`src/rtl/uart_pkg.sv`:
```
// Shared UART definitions: receiver state encoding and frame geometry.
package uart_pkg;

  localparam int UART_DATA_BITS = 8;

  typedef enum logic [2:0] {
    IDLE  = 3'd0,
    START = 3'd1,
    DATA  = 3'd2,
    STOP  = 3'd3,
    DONE  = 3'd4
  } rx_state_t;

endpackage : uart_pkg

```
`src/rtl/uart_rx.sv`:
```
// 8N1 UART receiver, LSB first. Recovers one byte per frame and signals either
// a one-cycle data_valid (good stop bit) or a one-cycle frame_err (stop bit low).
// Bits are sampled near mid-bit: the start bit is confirmed half a bit after the
// falling edge, then every following bit is sampled one full bit period later.
module uart_rx
  import uart_pkg::*;
#(
  parameter int CLKS_PER_BIT = 87
) (
  input  logic                      clk,
  input  logic                      rst_n,
  input  logic                      rx_in,
  output logic [UART_DATA_BITS-1:0] byte_recv,
  output logic                      data_valid,
  output logic                      frame_err,
  output logic                      rx_active
);

  localparam int CW = $clog2(CLKS_PER_BIT);

  localparam logic [CW-1:0] CNT_ZERO = CW'(0);
  localparam logic [CW-1:0] CNT_ONE  = CW'(1);
  localparam logic [CW-1:0] CNT_HALF = CW'((CLKS_PER_BIT - 1) / 2);
  localparam logic [CW-1:0] CNT_LAST = CW'(CLKS_PER_BIT - 1);
  localparam logic [2:0]    IDX_LAST = 3'(UART_DATA_BITS - 1);

  logic                      sync1;
  logic                      rx_s;
  logic                      prev;
  logic                      start_cond;
  rx_state_t                 state;
  logic [CW-1:0]             bit_cnt;
  logic [2:0]                idx;
  logic [UART_DATA_BITS-1:0] shift;

  // A start needs a genuine high-to-low transition, so a line held low
  // through reset (break) cannot start a frame until it has gone high.
  assign start_cond = (rx_s == 1'b0) && (prev == 1'b1);

  // Two-flop synchroniser for the asynchronous line plus one delay stage for edge detection.
  always_ff @(posedge clk) begin
    if (!rst_n) begin
      sync1 <= 1'b0;
      rx_s  <= 1'b0;
      prev  <= 1'b0;
    end else begin
      sync1 <= rx_in;
      rx_s  <= sync1;
      prev  <= rx_s;
    end
  end

  // Frame FSM: bit timing, data capture and registered status outputs.
  always_ff @(posedge clk) begin
    if (!rst_n) begin
      state      <= IDLE;
      bit_cnt    <= CNT_ZERO;
      idx        <= 3'd0;
      shift      <= {UART_DATA_BITS{1'b0}};
      byte_recv  <= {UART_DATA_BITS{1'b0}};
      data_valid <= 1'b0;
      frame_err  <= 1'b0;
      rx_active  <= 1'b0;
    end else begin
      // Strobes are single-cycle; only the STOP decision raises them.
      data_valid <= 1'b0;
      frame_err  <= 1'b0;
      case (state)
        IDLE: begin
          if (start_cond) begin
            state     <= START;
            bit_cnt   <= CNT_ZERO;
            rx_active <= 1'b1;
          end else begin
            rx_active <= 1'b0;
          end
        end
        START: begin
          if (bit_cnt == CNT_HALF) begin
            bit_cnt <= CNT_ZERO;
            if (rx_s == 1'b0) begin
              state <= DATA;
              idx   <= 3'd0;
            end else begin
              // Line went back high before mid start bit: treat as a glitch.
              state     <= IDLE;
              rx_active <= 1'b0;
            end
          end else begin
            bit_cnt <= bit_cnt + CNT_ONE;
          end
        end
        DATA: begin
          if (bit_cnt == CNT_LAST) begin
            bit_cnt    <= CNT_ZERO;
            shift[idx] <= rx_s;
            if (idx == IDX_LAST) begin
              state <= STOP;
            end else begin
              idx <= idx + 3'd1;
            end
          end else begin
            bit_cnt <= bit_cnt + CNT_ONE;
          end
        end
        STOP: begin
          if (bit_cnt == CNT_LAST) begin
            bit_cnt   <= CNT_ZERO;
            state     <= DONE;
            rx_active <= 1'b0;
            if (rx_s == 1'b1) begin
              byte_recv  <= shift;
              data_valid <= 1'b1;
            end else begin
              // Bad stop bit: keep the previous good byte, report the error.
              frame_err <= 1'b1;
            end
          end else begin
            bit_cnt <= bit_cnt + CNT_ONE;
          end
        end
        DONE: begin
          state     <= IDLE;
          rx_active <= 1'b0;
        end
        default: begin
          state     <= IDLE;
          bit_cnt   <= CNT_ZERO;
          rx_active <= 1'b0;
        end
      endcase
    end
  end

endmodule : uart_rx

```
`config.mk`:
```
export PLATFORM = sky130hd
export DESIGN_NAME = uart_rx
export DESIGN_NICKNAME = d
export VERILOG_FILES = /design/src/rtl/uart_pkg.sv /design/src/rtl/uart_rx.sv
export SDC_FILE = /design/constraint.sdc
export NUM_CORES = 1
export LEC_CHECK = 0
export CAP_MARGIN = 15
export CELL_PAD_IN_SITES_DETAIL_PLACEMENT = 1
export CELL_PAD_IN_SITES_GLOBAL_PLACEMENT = 1
export CORE_UTILIZATION = 35
export DETAILED_ROUTE_END_ITERATION = 8
export GPL_TIMING_DRIVEN = 0
export PLACE_DENSITY = 0.61
export REMOVE_ABC_BUFFERS = 1
export SLEW_MARGIN = 5
export SYNTH_ARGS = -nofsm -noshare
export SYNTH_HDL_FRONTEND = slang
export SYNTH_SLANG_ARGS = --single-unit
```
`constraint.sdc`:
```
create_clock -name clk -period 2.8 [get_ports clk]
set_input_delay 0.28 -clock clk [delete_from_list [all_inputs] [get_ports clk]]
set_output_delay 0.28 -clock clk [all_outputs]
set_load 0.1 [all_outputs]
```
==> impl_results.md, run 1 <==
* Mapped Cells at 183
* Detailed-placement wirelength estimate at 2.72 mm
* Root buffer cell: clkbuf_8
* Area Overhead vs Synth at 14.3%
* CTS tree: done
* Clock period minus worst slack at 2.16 ns
* Worst EP arrival at 2.37 ns
* Setup repair bufs after CTS at 0
* P_sw at 0.000211 W
* Flop and latch count out of synthesis at 35
* Hold_ws at 0.440 ns
* CTS Hold Bufs at 0
* Worst R2R Setup Slack at between 0.8 and 0.9 ns
* Number of CTS-inserted buffers at 5
* Max-slew violations at 0
* Critical Path RT at about 3.0 ns
* All-Layer GR Usage at 16.6%
* Worst Setup SP: rst_n
* Status: completed
* Die Wd at 72.1 um
* Setup violations, final at 0
* DRT iter0 DRCs at 20
* Clk_lat worst skew at 0.29 ns
* Reg2reg path depth at 6
* Slowest cell on the critical path: clkdlybuf4s50_1
* Largest stage delay on the critical path at about 1.0 ns
* Routed Antenna Nets at 0
* Die H at 72.1 um
* Yosys top cell by area: dfxtp_1
* Slew headroom at approximately a third
* Crit path to: bit_cnt[6]
* Post-synthesis sequential area ratio at 40.7%
* Vias per std cell at 5.11
* CTS sink cnt at 35
* Synth area leaders: dfxtp_1 (41%), mux2i_1 (10%), nor2b_1 (7.3%)
* Routed len/inst at 14.7 um
* # port buffers at 13
* Largest net degree at the start of global routing at 31
* Hold Violations, Final at 0
* Actual slew at the worst max-slew pin at 0.985 ns
* Reg2reg end: byte_recv[3]
* Share of cells above drive strength 1 at about 7.7%
* Maxcap violations at 0
* Worst hold stages at 1
* Synthesized area at 0.00172 mm^2
* Crit start category: input pin
* Top FF cell, synth: dfxtp_1
* Syn avg cell area at 9.41 um^2
* Gpl congestion at 0.682
* # diodes at 0
* Share of the synthesized area in the top cell type at 40.7%
* Crit Path Class: in -> reg
* Congestion Overflow GR at 0
* Tcrit/Tclk final at 77.2%
* Clock share of power at 40.3%
* CP endpoint kind: register
* Worst path cell trace: clkdlybuf4s50_1 > nor2b_1 > o21ai_1 > o21ai_0
* Total die area at 0.00520 mm^2
* Logic pwr share at ~3.4%
* EDFF count, synth at 0
* Leading cell types in the layout, fill and taps excluded: dfxtp_1 (35), nor2b_1 (20), mux2i_1 (18), nand2_1 (16), clkdlybuf4s50_1 (13)
* Drt total wl at 3.85 mm
* Synth warn at 0
* Core area at 0.00472 mm^2
* Asr flop ratio synth at 0%
* Crit Path Max Fanout at 30
* First-pass GRT wire length at around 6.6 mm
* Fin nets at 200
* I/O pin count at 14
* RSZ-0062 raised after global routing: false
* Worst vdd ir at 0.279 mV
* Initial Utilization at approximately 36%
* Fin worst setup slack at 0.637 ns
* Clk buf depth at 2
* Int Power at ~0.00069 W
* Skew final at around 0.006 ns
* Synth cell types at 38
* PD cells at 456 mW/mm^2
* Initial antenna violation count at 0
* Row cnt at 25
* Residual DRC at 0
* Pleak at 0.760 nW
* Hold WC Path Type: reg -> reg
* Number of global-route vias before repair at 1344
* Worst r2r src: bit_cnt[0]
* Hold_sp: sync1
* Place WS at 0.310 ns
* Via count at 1334
* Commonest non-fill, non-tap cell in the layout: dfxtp_1
* Achievable frequency at 0.462 GHz
* Drt pass-1 iters at 4
* Sw frac at a little under a quarter
* Clk slew on worst S/H paths at 0.07 ns
* Sequential power share at around 56%
* H-tree levels at 2
* Post-CTS Resized at 0
* Setup total negative slack at 0 ns
==> flip-flops by register name, indices dropped and copies added, names as in the netlist <==
| name | flops |
|---|---|
| bit_cnt | 7 |
| byte_recv | 8 |
| data_valid | 1 |
| frame_err | 1 |
| idx | 3 |
| prev | 1 |
| rx_active | 1 |
| rx_s | 1 |
| shift | 8 |
| state | 3 |
| sync1 | 1 |
==> cell usage after synthesis, drive strengths merged, types with 2 or more instances <==
library cell   n
a21boi         4
a21oi          5
and2           6
and3b          2
and4bb         3
buf            5
clkbuf         5
dfxtp         35
ha             4
inv            3
mux2i         18
nand2         16
nand2b         2
nand3          5
nand4         10
nor2           9
nor2b         20
nor3           2
nor3b          5
o211ai         7
o21ai          7
xnor2          2
==> routing by layer <==
layer	vias up	share of wire, %	track usage (%)
met5	-	0	0
met1	644	46	20.4
met2	15	49	28.0
met3	4	3.2	4.72
li1	671	-	-
met4	0	1.1	5.23
==> cell type report <==
cell class / instances / area [um^2]
clock inverter: 2 / 12.5
clock buffer: 6 / 72.6
fill: 561 / 2760
sequential: 35 / 701
multi-input combinational: 135 / 957
inverter: 3 / 11.3
tap: 67 / 83.8
timing repair buffer: 13 / 130
==> cells by family (layout without fill, tap and decap cells) <==
logic type / count (synthesis) / count (layout) / share of synthesized area (%)
simple gates: 83 / 83 / 29.3
flops: 35 / 35 / 40.7
fa+ha+maj: 4 / 4 / 2.91
mux: 18 / 18 / 10.5
compound gates: 28 / 28 / 11.9
xor+xnor: 2 / 2 / 1.02
buf+inv: 13 / 24 / 3.71
==> stage by stage <==
stage | cells | cell area [um^2] | total power [W] | util (%)
6_report | 261 | 1970 | 0.000898 | 41.7
5_1_grt | 261 | 1970 | 0.000935 | 41.7
4_1_cts | 261 | 1970 | 0.000913 | 41.7
3_5_place_dp | 253 | 1880 | 0.000549 | 39.9
3_3_place_gp | 253 | 1880 | 0.000547 | 39.9
2_1_floorplan | 173 | 1670 | 0.000534 | -
==> worst max-delay path: cells and delay by family <==
kind	cells	cell delay (ns)
AOI/OAI and AO/OA	2	0.51
buffers and inverters	1	1.04
and+or+nand+nor	1	0.53
==> power groups by stage <==
stage | clock, W | combinational, W | sequential [W]
3_5_place_dp | 0 | 0.0000307 | 0.000518
3_3_place_gp | 0 | 0.0000295 | 0.000518
2_1_floorplan | 0 | 0.0000166 | 0.000517
4_1_cts | 0.000376 | 0.0000307 | 0.000506
5_1_grt | 0.000394 | 0.0000340 | 0.000507
6_report | 0.000362 | 0.0000303 | 0.000506
==> how the worst min path moves through the flow <==
stage	to	slack, ns
2_1_floorplan	rx_s	0.40
3_3_place_gp	rx_s	0.42
3_5_place_dp	rx_s	0.43
4_1_cts	rx_s	0.44
5_1_grt	rx_s	0.46
6_report	rx_s	0.44
Note: power is estimated with default switching activity, not from simulation.
==> inputs of run 2 (changes only) <==
--- a/config.mk
+++ b/config.mk
@@ -11,7 +11,7 @@
 export CORE_UTILIZATION = 35
 export DETAILED_ROUTE_END_ITERATION = 8
 export GPL_TIMING_DRIVEN = 0
-export PLACE_DENSITY = 0.61
+export PLACE_DENSITY = 0.64
 export REMOVE_ABC_BUFFERS = 1
 export SLEW_MARGIN = 5
 export SYNTH_ARGS = -nofsm -noshare
==> constraint.sdc (replaced) <==
create_clock -name clk -period 1.9 [get_ports clk]
set_input_delay 0.19 -clock clk [delete_from_list [all_inputs] [get_ports clk]]
set_output_delay 0.19 -clock clk [all_outputs]
set_load 0.1 [all_outputs]
==> impl_results.md, run 2 (synthesized netlist as in run 1, its figures left out) <==
* Crit Path Max Fanout at 13
* Setup violations, final at 0
* # port buffers at 13
* Leading cell types in the layout, fill and taps excluded: dfxtp_1 (35), nor2b_1 (19), mux2i_1 (18), nand2_1 (16), dlygate4sd2_1 (11)
* Largest net degree at the start of global routing at 31
* All-Layer GR Usage at ~17%
* Status: completed
* Core area at around 0.0047 mm^2
* Clk slew on worst S/H paths at around 0.07 ns
* Share of cells above drive strength 1 at about 10%
* Worst Setup SP: bit_cnt[0]
* Delay-heaviest family, CP: compound AO/OA/AOI/OAI gates
* Worst vdd ir at 0.492 mV
* Initial Utilization at 36.5%
* Detailed-placement wirelength estimate at 2.65 mm
* Critical Path RT at about 2.1 ns
* Hold_sp: sync1
* Die Wd at 72.1 um
* Final Instance Area at 0.00198 mm^2
* Worst r2r src: bit_cnt[0]
* Clock period minus worst slack at between 1.5 and 2 ns
* Slew headroom at 35.3%
* Number of CTS-inserted buffers at 5
* H-tree levels at 2
* Skew final at around 0.0043 ns
* Hold Violations, Final at 0
* Via count at 1363
* Root buffer cell: clkbuf_8
* DRT iter0 DRCs at 17
* Hold WC Path Type: reg -> reg
* Worst EP arrival at 1.95 ns
* Drt total wl at 3.78 mm
* # diodes at 0
* Achievable frequency at 0.574 GHz
* Area Overhead vs Synth at 15.0%
* CTS sink cnt at 35
* Slowest cell on the critical path: dfxtp_1
* Congestion Overflow GR at 0
* First-pass GRT wire length at 6.67 mm
* Maxcap violations at 0
* Clk_lat worst skew at roughly 0.28 ns
* Actual slew at the worst max-slew pin at 0.974 ns
* Biggest regs: byte_recv x8, shift x8, bit_cnt x7
* Number of global-route vias before repair at between 1000 and 1500
* Gpl congestion at between 0.7 and 0.8
* Crit Path Class: reg -> reg
* Crit start category: register
* RSZ-0062 raised after global routing: false
* Residual DRC at 0
* Worst path cell trace: inv_1 > ha_1 > and2_2 > a21boi_4 > o21ai_1 > o211ai_1
* PD cells at roughly 700 mW/mm^2
* Pleak at 0.829 nW
* Routed len/inst at ~14 um
* Total die area at 0.00520 mm^2
* Largest stage delay on the critical path at 0.38 ns
* Initial antenna violation count at 0
* Max-slew violations at 0
* I/O pin count at 14
* Commonest non-fill, non-tap cell in the layout: dfxtp_1
* Clk buf depth at 2
* CP endpoint kind: register
* Tcrit/Tclk final at just over 90%
* Overall Power at about 0.0014 W
* CTS tree: done
* DP Area at 0.00188 mm^2
* CP bufs+invs at 1
* Fin nets at 200
* Row cnt at 25
* Die H at 72.1 um
* Drt pass-1 iters at 4
* Vias per std cell at 5.22
* Routed Antenna Nets at 0
==> run 2: what timing repair did <==
action / in CTS / in global routing
pin swaps: 0 / 0
resized for setup: 13 / 4
hold buffers: 0 / 0
setup endpoints to repair: 25 / 18
setup buffers: 0 / 0
==> run 2: report_power, final <==
group	switching (W)	total, W	internal (W)
logic	0.0000248	0.0000424	0.0000176
clock network	0.000269	0.000598	0.000330
registers	0.00000861	0.000746	0.000738
==> run 2: final timing paths <==
check | end | slack, ns | depth (start not counted)
setup / recovery | bit_cnt[3] | 0.16 | 6
hold / removal | rx_s | 0.44 | 1
setup reg to reg | bit_cnt[3] | 0.16 | 6
hold reg to reg | rx_s | 0.44 | 1
==> run 2: layout make-up <==
cell class	count	area [um^2]
flip-flops and latches	35	701
clock inverters	1	7.51
repair buffers	13	111
inverters	3	11.3
fillers	549	2740
clock buffers	7	96.3
multi-input cells	135	970
well taps	67	83.8
==> run 2: worst register-to-register path, delay by kind of cell, from the launching register on <==
family / cells / cell delay, ns
AOI/OAI and AO/OA: 3 / 0.73
adders and majority gates: 1 / 0.19
and+or+nand+nor: 1 / 0.30
buffers and inverters: 1 / 0.07
DFF: 1 / 0.38
==> run 2: metrics by stage <==
| step | hold WS, ns | utilization, % | worst slack [ns] | TNS, ns | cells |
|---|---|---|---|---|---|
| finish | 0.444 | 41.9 | 0.157 | 0 | 261 |
| global route | 0.465 | 41.9 | 0.00680 | 0 | 261 |
| CTS | 0.451 | 41.9 | 0.0146 | 0 | 261 |
| detailed placement | 0.430 | 39.9 | -0.485 | -3.97 | 253 |
| global placement | 0.419 | 39.9 | -0.425 | -3.03 | 253 |
| floorplan | 0.312 | - | 0.301 | 0 | 173 |
==> run 2: per-layer routing <==
layer	up-vias	global-route usage, %	wire, um
met5	-	0	0
met2	20	28.1	1870
li1	672	-	-
met4	0	5.88	53
met1	665	20.3	1730
met3	6	4.31	124
==> inputs of run 3 (changes only) <==
--- a/config.mk
+++ b/config.mk
@@ -5,6 +5,7 @@
 export SDC_FILE = /design/constraint.sdc
 export NUM_CORES = 1
 export LEC_CHECK = 0
+export ABC_CLOCK_PERIOD_IN_PS = 1900
 export CAP_MARGIN = 15
 export CELL_PAD_IN_SITES_DETAIL_PLACEMENT = 1
 export CELL_PAD_IN_SITES_GLOBAL_PLACEMENT = 1
==> results of run 3 <==
No change in the layout: final DEF, timing and power equal those of run 2.
